`config.mk`:
```
export PLATFORM = sky130hd
export DESIGN_NAME = gpio_axi_multi_flat
export DESIGN_NICKNAME = d
export VERILOG_FILES = /design/src/rtl/gpio_axi_multi_if.sv /design/src/rtl/gpio_axi_multi.sv /design/src/flat_wrapper.sv
export SDC_FILE = /design/constraint.sdc
export NUM_CORES = 1
export LEC_CHECK = 0
export ABC_AREA = 0
export CAP_MARGIN = 20
export CORE_MARGIN = 4
export CORE_UTILIZATION = 30
export DETAILED_ROUTE_END_ITERATION = 6
export GPL_ROUTABILITY_DRIVEN = 0
export GPL_TIMING_DRIVEN = 0
export PLACE_DENSITY = 0.67
export SYNTH_ARGS = -nofsm -noshare
export SYNTH_HDL_FRONTEND = slang
export SYNTH_SLANG_ARGS = --single-unit
export TNS_END_PERCENT = 1
```
`constraint.sdc`:
```
create_clock -name clk -period 4.64 [get_ports clk]
set_clock_uncertainty 0.05 [all_clocks]
set_input_delay 1.16 -clock clk [delete_from_list [all_inputs] [get_ports clk]]
set_output_delay 1.16 -clock clk [all_outputs]
set_load 0.05 [all_outputs]
```
`src/rtl/gpio_axi_multi_if.sv`:
```
`default_nettype none
// ============================================================================
// Module      : gpio_axi_multi_if
// Description : AXI4-Lite channel bundle between the bus master and the GPIO.
// Revision    : 1.0 - initial release
// ============================================================================
interface gpio_axi_multi_if;
    logic [31:0] axi_araddr;
    logic        axi_arvalid;
    logic        axi_arready;
    logic [31:0] axi_rdata;
    logic [1:0]  axi_rresp;
    logic        axi_rvalid;
    logic        axi_rready;
    logic [31:0] axi_awaddr;
    logic        axi_awvalid;
    logic        axi_awready;
    logic [31:0] axi_wdata;
    logic        axi_wvalid;
    logic        axi_wready;
    logic        b_valid;
    logic        b_ready;
    logic [1:0]  b_response;

    modport master (
        output axi_araddr, axi_arvalid, axi_rready,
        output axi_awaddr, axi_awvalid, axi_wdata, axi_wvalid, b_ready,
        input  axi_arready, axi_rdata, axi_rresp, axi_rvalid,
        input  axi_awready, axi_wready, b_valid, b_response
    );

    modport slave (
        input  axi_araddr, axi_arvalid, axi_rready,
        input  axi_awaddr, axi_awvalid, axi_wdata, axi_wvalid, b_ready,
        output axi_arready, axi_rdata, axi_rresp, axi_rvalid,
        output axi_awready, axi_wready, b_valid, b_response
    );
endinterface
`default_nettype wire

```
`src/rtl/gpio_axi_multi.sv`:
```
`default_nettype none
// ============================================================================
// Module      : gpio_axi_multi
// Description : AXI4-Lite GPIO with synchronised inputs, set/clear outputs and
//               per-bit edge interrupts combined onto one level irq line.
// Revision    : 1.0 - initial release
// ============================================================================
module gpio_axi_multi #(
    parameter int                   IN_WIDTH  = 4,
    parameter int                   OUT_WIDTH = 8,
    parameter logic [OUT_WIDTH-1:0] OUT_RESET = '0
) (
    input  wire logic                 clk,
    input  wire logic                 rst_n,
    gpio_axi_multi_if.slave           bus,
    input  wire logic [IN_WIDTH-1:0]  sw,
    output logic      [OUT_WIDTH-1:0] led,
    output logic                      irq
);

    localparam logic [1:0] c_RESP_OKAY   = 2'b00;
    localparam logic [1:0] c_RESP_SLVERR = 2'b10;

    localparam logic [2:0] c_REG_IN     = 3'd0;
    localparam logic [2:0] c_REG_OUT    = 3'd1;
    localparam logic [2:0] c_REG_SET    = 3'd2;
    localparam logic [2:0] c_REG_CLR    = 3'd3;
    localparam logic [2:0] c_REG_EN     = 3'd4;
    localparam logic [2:0] c_REG_STATUS = 3'd5;
    localparam logic [2:0] c_REG_EDGE   = 3'd6;
    localparam logic [2:0] c_REG_NONE   = 3'd7;

    localparam int c_DW = (IN_WIDTH > OUT_WIDTH) ? IN_WIDTH : OUT_WIDTH;

    typedef enum logic [0:0] {R_IDLE = 1'b0, R_DATA = 1'b1} rd_state_t;
    typedef enum logic [0:0] {W_IDLE = 1'b0, W_RESP = 1'b1} wr_state_t;

    rd_state_t             r_rd_state, w_rd_next;
    wr_state_t             r_wr_state, w_wr_next;

    logic                  r_live;
    logic [IN_WIDTH-1:0]   r_sync_meta, r_sync, r_prev;
    logic [IN_WIDTH-1:0]   r_irq_en, r_irq_status, r_irq_edge;
    logic [OUT_WIDTH-1:0]  r_led;
    logic                  r_irq;
    logic [31:0]           r_rdata;
    logic [1:0]            r_rresp;
    logic                  r_aw_held, r_w_held;
    logic [2:0]            r_aw_idx;
    logic [c_DW-1:0]       r_wdata;
    logic [1:0]            r_bresp;

    logic                  w_arready, w_rvalid;
    logic                  w_awready, w_wready, w_bvalid, w_do_write;
    logic [31:0]           w_rd_data;
    logic [1:0]            w_rd_resp;
    logic [IN_WIDTH-1:0]   w_edge, w_status_clr;
    logic                  w_unused;

    // Readies stay low until the first edge after reset is released.
    always_ff @(posedge clk or negedge rst_n) begin
        if (!rst_n) r_live <= 1'b0;
        else        r_live <= 1'b1;
    end

    // ------------------------------------------------------------------
    // Input synchroniser and edge detection
    // ------------------------------------------------------------------
    always_ff @(posedge clk or negedge rst_n) begin
        if (!rst_n) begin
            r_sync_meta <= '0;
            r_sync      <= '0;
            r_prev      <= '0;
        end else begin
            r_sync_meta <= sw;
            r_sync      <= r_sync_meta;
            r_prev      <= r_sync;
        end
    end

    assign w_edge = (r_irq_edge & r_sync & ~r_prev) | (~r_irq_edge & ~r_sync & r_prev);

    // ------------------------------------------------------------------
    // Read channel
    // ------------------------------------------------------------------
    always_ff @(posedge clk or negedge rst_n) begin
        if (!rst_n) r_rd_state <= R_IDLE;
        else        r_rd_state <= w_rd_next;
    end

    always_comb begin
        w_rd_next = r_rd_state;
        w_arready = 1'b0;
        w_rvalid  = 1'b0;
        case (r_rd_state)
            R_IDLE: begin
                w_arready = r_live;
                if (r_live && bus.axi_arvalid) w_rd_next = R_DATA;
            end
            R_DATA: begin
                w_rvalid = 1'b1;
                if (bus.axi_rready) w_rd_next = R_IDLE;
            end
            default: w_rd_next = R_IDLE;
        endcase
    end

    always_comb begin
        w_rd_data = 32'd0;
        w_rd_resp = c_RESP_OKAY;
        case (bus.axi_araddr[4:2])
            c_REG_IN:     w_rd_data[IN_WIDTH-1:0]  = r_sync;
            c_REG_OUT:    w_rd_data[OUT_WIDTH-1:0] = r_led;
            c_REG_EN:     w_rd_data[IN_WIDTH-1:0]  = r_irq_en;
            c_REG_STATUS: w_rd_data[IN_WIDTH-1:0]  = r_irq_status;
            c_REG_EDGE:   w_rd_data[IN_WIDTH-1:0]  = r_irq_edge;
            c_REG_NONE:   w_rd_resp = c_RESP_SLVERR;
            default:      w_rd_data = 32'd0;
        endcase
    end

    // Data is sampled at the address handshake, so a same-cycle write is not seen.
    always_ff @(posedge clk or negedge rst_n) begin
        if (!rst_n) begin
            r_rdata <= 32'd0;
            r_rresp <= c_RESP_OKAY;
        end else if (w_arready && bus.axi_arvalid) begin
            r_rdata <= w_rd_data;
            r_rresp <= w_rd_resp;
        end
    end

    // ------------------------------------------------------------------
    // Write channel
    // ------------------------------------------------------------------
    always_ff @(posedge clk or negedge rst_n) begin
        if (!rst_n) r_wr_state <= W_IDLE;
        else        r_wr_state <= w_wr_next;
    end

    always_comb begin
        w_wr_next  = r_wr_state;
        w_awready  = 1'b0;
        w_wready   = 1'b0;
        w_bvalid   = 1'b0;
        w_do_write = 1'b0;
        case (r_wr_state)
            W_IDLE: begin
                w_awready = r_live && !r_aw_held;
                w_wready  = r_live && !r_w_held;
                if (r_aw_held && r_w_held) begin
                    w_do_write = 1'b1;
                    w_wr_next  = W_RESP;
                end
            end
            W_RESP: begin
                w_bvalid = 1'b1;
                if (bus.b_ready) w_wr_next = W_IDLE;
            end
            default: w_wr_next = W_IDLE;
        endcase
    end

    always_ff @(posedge clk or negedge rst_n) begin
        if (!rst_n) begin
            r_aw_held <= 1'b0;
            r_w_held  <= 1'b0;
            r_aw_idx  <= 3'd0;
            r_wdata   <= '0;
            r_bresp   <= c_RESP_OKAY;
        end else if (w_do_write) begin
            r_aw_held <= 1'b0;
            r_w_held  <= 1'b0;
            r_bresp   <= (r_aw_idx == c_REG_IN || r_aw_idx == c_REG_NONE) ?
                         c_RESP_SLVERR : c_RESP_OKAY;
        end else begin
            if (w_awready && bus.axi_awvalid) begin
                r_aw_held <= 1'b1;
                r_aw_idx  <= bus.axi_awaddr[4:2];
            end
            if (w_wready && bus.axi_wvalid) begin
                r_w_held <= 1'b1;
                r_wdata  <= bus.axi_wdata[c_DW-1:0];
            end
        end
    end

    // ------------------------------------------------------------------
    // Register file
    // ------------------------------------------------------------------
    always_ff @(posedge clk or negedge rst_n) begin
        if (!rst_n) begin
            r_led      <= OUT_RESET;
            r_irq_en   <= '0;
            r_irq_edge <= '0;
        end else if (w_do_write) begin
            case (r_aw_idx)
                c_REG_OUT:  r_led      <= r_wdata[OUT_WIDTH-1:0];
                c_REG_SET:  r_led      <= r_led | r_wdata[OUT_WIDTH-1:0];
                c_REG_CLR:  r_led      <= r_led & ~r_wdata[OUT_WIDTH-1:0];
                c_REG_EN:   r_irq_en   <= r_wdata[IN_WIDTH-1:0];
                c_REG_EDGE: r_irq_edge <= r_wdata[IN_WIDTH-1:0];
                default:    r_led      <= r_led;
            endcase
        end
    end

    assign w_status_clr = (w_do_write && r_aw_idx == c_REG_STATUS) ?
                          r_wdata[IN_WIDTH-1:0] : '0;

    // A new edge in the same cycle as a write-one-to-clear keeps the bit set.
    always_ff @(posedge clk or negedge rst_n) begin
        if (!rst_n) begin
            r_irq_status <= '0;
            r_irq        <= 1'b0;
        end else begin
            r_irq_status <= (r_irq_status & ~w_status_clr) | w_edge;
            r_irq        <= |(r_irq_status & r_irq_en);
        end
    end

    assign bus.axi_arready = w_arready;
    assign bus.axi_rvalid  = w_rvalid;
    assign bus.axi_rdata   = r_rdata;
    assign bus.axi_rresp   = r_rresp;
    assign bus.axi_awready = w_awready;
    assign bus.axi_wready  = w_wready;
    assign bus.b_valid     = w_bvalid;
    assign bus.b_response  = r_bresp;
    assign led             = r_led;
    assign irq             = r_irq;

    // Address bits outside [4:2] and data bits above the widest register alias away.
    assign w_unused = ^{bus.axi_araddr[31:5], bus.axi_araddr[1:0],
                        bus.axi_awaddr[31:5], bus.axi_awaddr[1:0], bus.axi_wdata};

endmodule
`default_nettype wire

```
`src/flat_wrapper.sv`:
```
// flat-port wrapper written by rule: the top's interface ports become plain ports
module gpio_axi_multi_flat 
#(
    parameter int                   IN_WIDTH  = 4,
    parameter int                   OUT_WIDTH = 8,
    parameter logic [OUT_WIDTH-1:0] OUT_RESET = '0
)
  (clk, rst_n, sw, led, irq, bus_axi_araddr, bus_axi_arvalid, bus_axi_rready, bus_axi_awaddr, bus_axi_awvalid, bus_axi_wdata, bus_axi_wvalid, bus_b_ready, bus_axi_arready, bus_axi_rdata, bus_axi_rresp, bus_axi_rvalid, bus_axi_awready, bus_axi_wready, bus_b_valid, bus_b_response);
  gpio_axi_multi_if bus_i ();
  input  wire logic clk;
  input  wire logic rst_n;
  input  wire logic [IN_WIDTH-1:0] sw;
  output logic      [OUT_WIDTH-1:0] led;
  output logic irq;
  input wire logic [$bits(bus_i.axi_araddr)-1:0] bus_axi_araddr;
  input wire logic [$bits(bus_i.axi_arvalid)-1:0] bus_axi_arvalid;
  input wire logic [$bits(bus_i.axi_rready)-1:0] bus_axi_rready;
  input wire logic [$bits(bus_i.axi_awaddr)-1:0] bus_axi_awaddr;
  input wire logic [$bits(bus_i.axi_awvalid)-1:0] bus_axi_awvalid;
  input wire logic [$bits(bus_i.axi_wdata)-1:0] bus_axi_wdata;
  input wire logic [$bits(bus_i.axi_wvalid)-1:0] bus_axi_wvalid;
  input wire logic [$bits(bus_i.b_ready)-1:0] bus_b_ready;
  output wire logic [$bits(bus_i.axi_arready)-1:0] bus_axi_arready;
  output wire logic [$bits(bus_i.axi_rdata)-1:0] bus_axi_rdata;
  output wire logic [$bits(bus_i.axi_rresp)-1:0] bus_axi_rresp;
  output wire logic [$bits(bus_i.axi_rvalid)-1:0] bus_axi_rvalid;
  output wire logic [$bits(bus_i.axi_awready)-1:0] bus_axi_awready;
  output wire logic [$bits(bus_i.axi_wready)-1:0] bus_axi_wready;
  output wire logic [$bits(bus_i.b_valid)-1:0] bus_b_valid;
  output wire logic [$bits(bus_i.b_response)-1:0] bus_b_response;
  assign bus_i.axi_araddr = bus_axi_araddr;
  assign bus_i.axi_arvalid = bus_axi_arvalid;
  assign bus_i.axi_rready = bus_axi_rready;
  assign bus_i.axi_awaddr = bus_axi_awaddr;
  assign bus_i.axi_awvalid = bus_axi_awvalid;
  assign bus_i.axi_wdata = bus_axi_wdata;
  assign bus_i.axi_wvalid = bus_axi_wvalid;
  assign bus_i.b_ready = bus_b_ready;
  assign bus_axi_arready = bus_i.axi_arready;
  assign bus_axi_rdata = bus_i.axi_rdata;
  assign bus_axi_rresp = bus_i.axi_rresp;
  assign bus_axi_rvalid = bus_i.axi_rvalid;
  assign bus_axi_awready = bus_i.axi_awready;
  assign bus_axi_wready = bus_i.axi_wready;
  assign bus_b_valid = bus_i.b_valid;
  assign bus_b_response = bus_i.b_response;
  gpio_axi_multi #(.IN_WIDTH(IN_WIDTH), .OUT_WIDTH(OUT_WIDTH), .OUT_RESET(OUT_RESET)) u_core (.clk(clk), .rst_n(rst_n), .bus(bus_i), .sw(sw), .led(led), .irq(irq));
endmodule
```
# Word-level counts from Yosys, hierarchy flattened
# Cells that the tools add are included.
# classes
bitwise_logic,18
muxes,22
eq_ne,12
n_reduce_logical,22
# ops
cell,n
$and A4 B4 Y4,6
$eq A3 B3 Y1 const B,8
$pmux W8 S3,1
$pmux W4 S5,1
$not A4 Y4,4
$mux W1,14
$reduce_and A2 Y1,5
$and A8 B8 Y8,1
$logic_and A1 B1 Y1,8
$mux W4,2
$not A8 Y8,1
$or A4 B4 Y4,2
$or A8 B8 Y8,1
$eq A3 B1 Y1 const B,2
$eq A3 B2 Y1 const B,2
$logic_not A3 Y1,2
$mux W2,2
$pmux W1 S2,2
$reduce_bool A2 Y1,2
$reduce_or A4 Y1,1
$not A1 Y1,3
$reduce_bool A3 Y1,1
$logic_not A1 Y1,2
$logic_or A1 B1 Y1,1
# totals
inputBits,107
output_inout_bits,50
wordCells,92
reg_bits,61

# Longest topological paths before layout
# logic_depth
ltp_word,8
mapped_depth,5
mapped_depth_nobuf,4

# Least setup slack after synthesis
# Ideal clock, no wire load.
# synth_path
path_type,register -> output
from,reg u_core.r_wr_state
to,out bus_axi_awready
arrival_ps,1513
required_time_ps,3430
path_slack_ps,1917
path_stages_with_launch,3
n_path_buf,0
path_cell_list,dfrtp_1 nand2b_1 nor2_1
# synth_via
elab_chain_cells,1
# synth_rtl
item,line_no,source
"start, declared",gpio_axi_multi.sv:39,"wr_state_t r_wr_state, w_wr_next;"
"start signal, assigned",gpio_axi_multi.sv:138,else r_wr_state <= w_wr_next;
$mux W1,gpio_axi_multi.sv:147,case (r_wr_state)
"end, declared",flat_wrapper.sv:27,output wire logic [$bits(bus_i.axi_awready)-1:0] bus_axi_awready;
# No other way between the ends.

# Worst setup path after layout
# Ends and elaborated chain as after synthesis.

==> summary.md <==
| Metric | Value |
|---|---|
| Status | `finished clean` |
| CP Max Fanout | `4` |
| Fin. max-slew vios | `0` |
| Max-Cap Viols | `0` |
| Crit path max-delay cell type | `clkdlybuf4s50_1` |
| Total track usage | `11.62%` |
| Register area share after synthesis | `56.32%` |
| H-Tree Depth | `3` |
| Pwr Total | `2157 µW` |
| Gr ovfl total | `0` |
| Worst R2R End | `u_core.r_wdata[6]$_DFFE_PN0P_` |
| Hold Vio Cnt, Final | `0` |
| Vias | `1865` |
| Post-synth cell types | `34` |
| Worst-path cell chain | `nand2b_1, nor2_1, clkdlybuf4s50_1` |
| Worst Path Required | `3430 ps` |
| DP Wirelength | `4203 µm` |
| # rows | `33` |
| Achievable frequency | `320.1 MHz` |
| Mapped Cells | `231` |
| Crit. End Element | `primary output` |
| Synth area leader | `dfrtp_1` |
| Ys Warns | `0` |
| Post-Syn Area per Cell | `11.35 µm²` |
| 1st-iter DRT viols | `76` |
| Setup violators final | `0` |
| First drt pass iteration count | `4` |
| Crit path time final | `3124 ps` |
| Tcrit/Tclk final | `67.33%` |
| Max-Slew Margin vs Limit | `51.53%` |
| Nets | `424` |
| Wirelength, routed | `5733 µm` |
| Synthesized cell area | `2621 µm²` |
| Fillers | `805` |
| Largest net degree at the start of global routing | `37` |
| Clock Path Buffers | `2` |
| Hold Buf Count CTS | `0` |
| CTS sink count | `59` |
| Post-CTS Setup Bufs | `0` |
| Ratio of cells with drive above 1 in the final layout | `20.56%` |
| Boundary pin count | `157` |
| Min-Delay Startpoint | `u_core.r_sync_meta[1]$_DFF_PN0_` |
| Final Instance Area | `3541 µm²` |
| Routed WL per cell | `13.46 µm` |
| Vias in the first global route | `1860` |
| Final core utilization | `42.45%` |
| R2r setup slk | `2830 ps` |
| Antenna violations before repair | `0` |
| Antenna-violating nets left | `0` |
| WP data arrival | `1910 ps` |
| TritonCTS buffer count | `9` |
| Startpoint types | `register` |
| Pleak | `0.001601 µW` |
| RSZ-0062 raised after global routing | `no` |
| Yosys reg bits | `59` |
| Chip Height | `101.5 µm` |
| Reg2reg path depth | `4` |
| Worst-margin pin slew | `727.0 ps` |
| First-pass GRT wire length | `9170 µm` |
| Worst Hold Depth | `0` |
| R2R Path Start | `u_core.r_wr_state$_DFF_PN0_` |
| Resized Gates After CTS | `0` |
| Commonest non-fill, non-tap cell in the layout | `dfrtp_1` |
| Area grow syn2layout | `35.08%` |
| Via density | `4.378` |
| Worst skew pair latency | `320 ps` |
| Setup TNS | `0 ps` |
| Max rail drop VDD | `0.2981 mV` |
| Area share of the largest cell type after synthesis | `56.32%` |
| Most frequent cells in the layout | `dfrtp_1 (59), clkdlybuf4s50_1 (47), conb_1 (27), buf_4 (26), nand2_1 (19)` |
| Core area | `8341 µm²` |
| Clock root cell | `clkbuf_8` |
| CP Class | `reg -> out` |
| Worst Hold Class | `reg -> reg` |
| Initial core utilization | `31.43%` |
| Antenna Cells | `0` |
| Die width | `101.5 µm` |
| Placed cells | `410` |
| Final Non-Filler Cells | `426` |
| Area post-placement | `3342 µm²` |
| Hold worst-path end | `u_core.r_sync[1]$_DFF_PN0_` |
| Synth area leaders | `dfrtp_1 (56%), buf_4 (7.4%), mux2_2 (6.9%)` |
| Clock slew at reported path FFs | `60 ps` |
| Largest stage delay on the critical path | `820 ps` |
| Die area | `10300 µm²` |
| # DRC | `0` |
| Number of I/O port buffers | `48` |
| Pwr dens | `609.1 nW/µm²` |
| CTS tree | `built` |
## registers in the layout (all words and copies together) (netlist names), 3 cells and up
name                  count
u_core.bus.axi_rdata      8
u_core.led                8
u_core.r_wdata            8
u_core.r_irq_edge         4
u_core.r_irq_en           4
u_core.r_irq_status       4
u_core.r_prev             4
u_core.r_sync             4
u_core.r_sync_meta        4
u_core.r_aw_idx           3
## worst max-delay path by stage
stage	start	to	slack, ps	depth (start not counted)
after floorplan	u_core.r_wr_state$_DFF_PN0_	bus_axi_awready	1920	2
after global placement	rst_n	u_core.bus.axi_rdata[7]$_DFFE_PN0P_	540	1
after detailed placement	bus_axi_wvalid	u_core.r_wdata[6]$_DFFE_PN0P_	1850	4
after CTS	u_core.r_wr_state$_DFF_PN0_	bus_axi_wready	1490	3
after global routing	u_core.r_wr_state$_DFF_PN0_	bus_axi_awready	1420	3
final	u_core.r_wr_state$_DFF_PN0_	bus_axi_awready	1520	3
## through the flow
step | worst slack [ps] | hold WS (ps)
2_1_floorplan | 1917 | 281.2
3_3_place_gp | 537.5 | 284.9
3_5_place_dp | 1848 | 286.3
4_1_cts | 1489 | 301.0
5_1_grt | 1422 | 305.8
6_report | 1516 | 299.0
## kinds of logic (layout without fill, tap and decap cells)
group	after synthesis	in the layout	synth area share, %
flip-flops	59	59	56.32
AND/OR/NAND/NOR	51	51	10.36
AO/OA/AOI/OAI	50	50	11.50
buffers and inverters	38	103	9.308
multiplexers	23	23	9.547
XOR/XNOR	8	8	2.673
other	2	27	0.2865
## area by class of cell
cell class / count / area [µm²] / area share [%]
flip-flops and latches: 59 / 1476 / 41.70
multi-input cells: 159 / 994.7 / 28.09
repair buffers: 50 / 500.5 / 14.13
plain buffers: 31 / 217.7 / 6.148
clock buffers: 13 / 158.9 / 4.488
well taps: 105 / 131.4 / 3.710
clock inverters: 2 / 35.03 / 0.9894
inverters: 7 / 26.28 / 0.7420
## synthesized netlist by cell type
cell type	count
a21oi_1	18
a221o_1	3
a22o_1	4
a22oi_1	2
and3_1	2
and3b_1	1
buf_1	1
buf_2	3
buf_4	26
clkbuf_1	1
conb_1	2
dfrtp_1	59
inv_1	7
mux2_2	16
mux2i_1	7
nand2_1	19
nand2b_1	3
nand3_1	1
nand3b_1	2
nand3b_2	1
nor2_1	12
nor2b_1	1
nor3_1	3
nor3_2	1
nor3b_1	1
nor3b_2	2
o211ai_1	4
o21a_1	2
o21ai_0	12
o21ai_1	4
o22ai_1	1
or3_1	1
or4b_4	1
xnor2_1	8
## report_power, final
group          switching, µW  internal (µW)  total (µW)
Clock                    186            274         460
Combinational            519            343         863
Sequential               157            676         833
Total                    863           1290        2160
## worst max-delay path, delay by kind of cell, from the launching register on
kind	cells	cell delay (ps)
buf+inv	1	820
simple gates	2	360
flops	1	410
## metal layers
layer,wire length (µm),GRT usage [%],part of all wire (%)
met1,2670,15.42,47
met2,2643,18.21,46
met3,372,3.512,6.5
met4,46,3.783,0.80
met5,0,0,0
No activity file was read; power rests on OpenSTA's default activity.
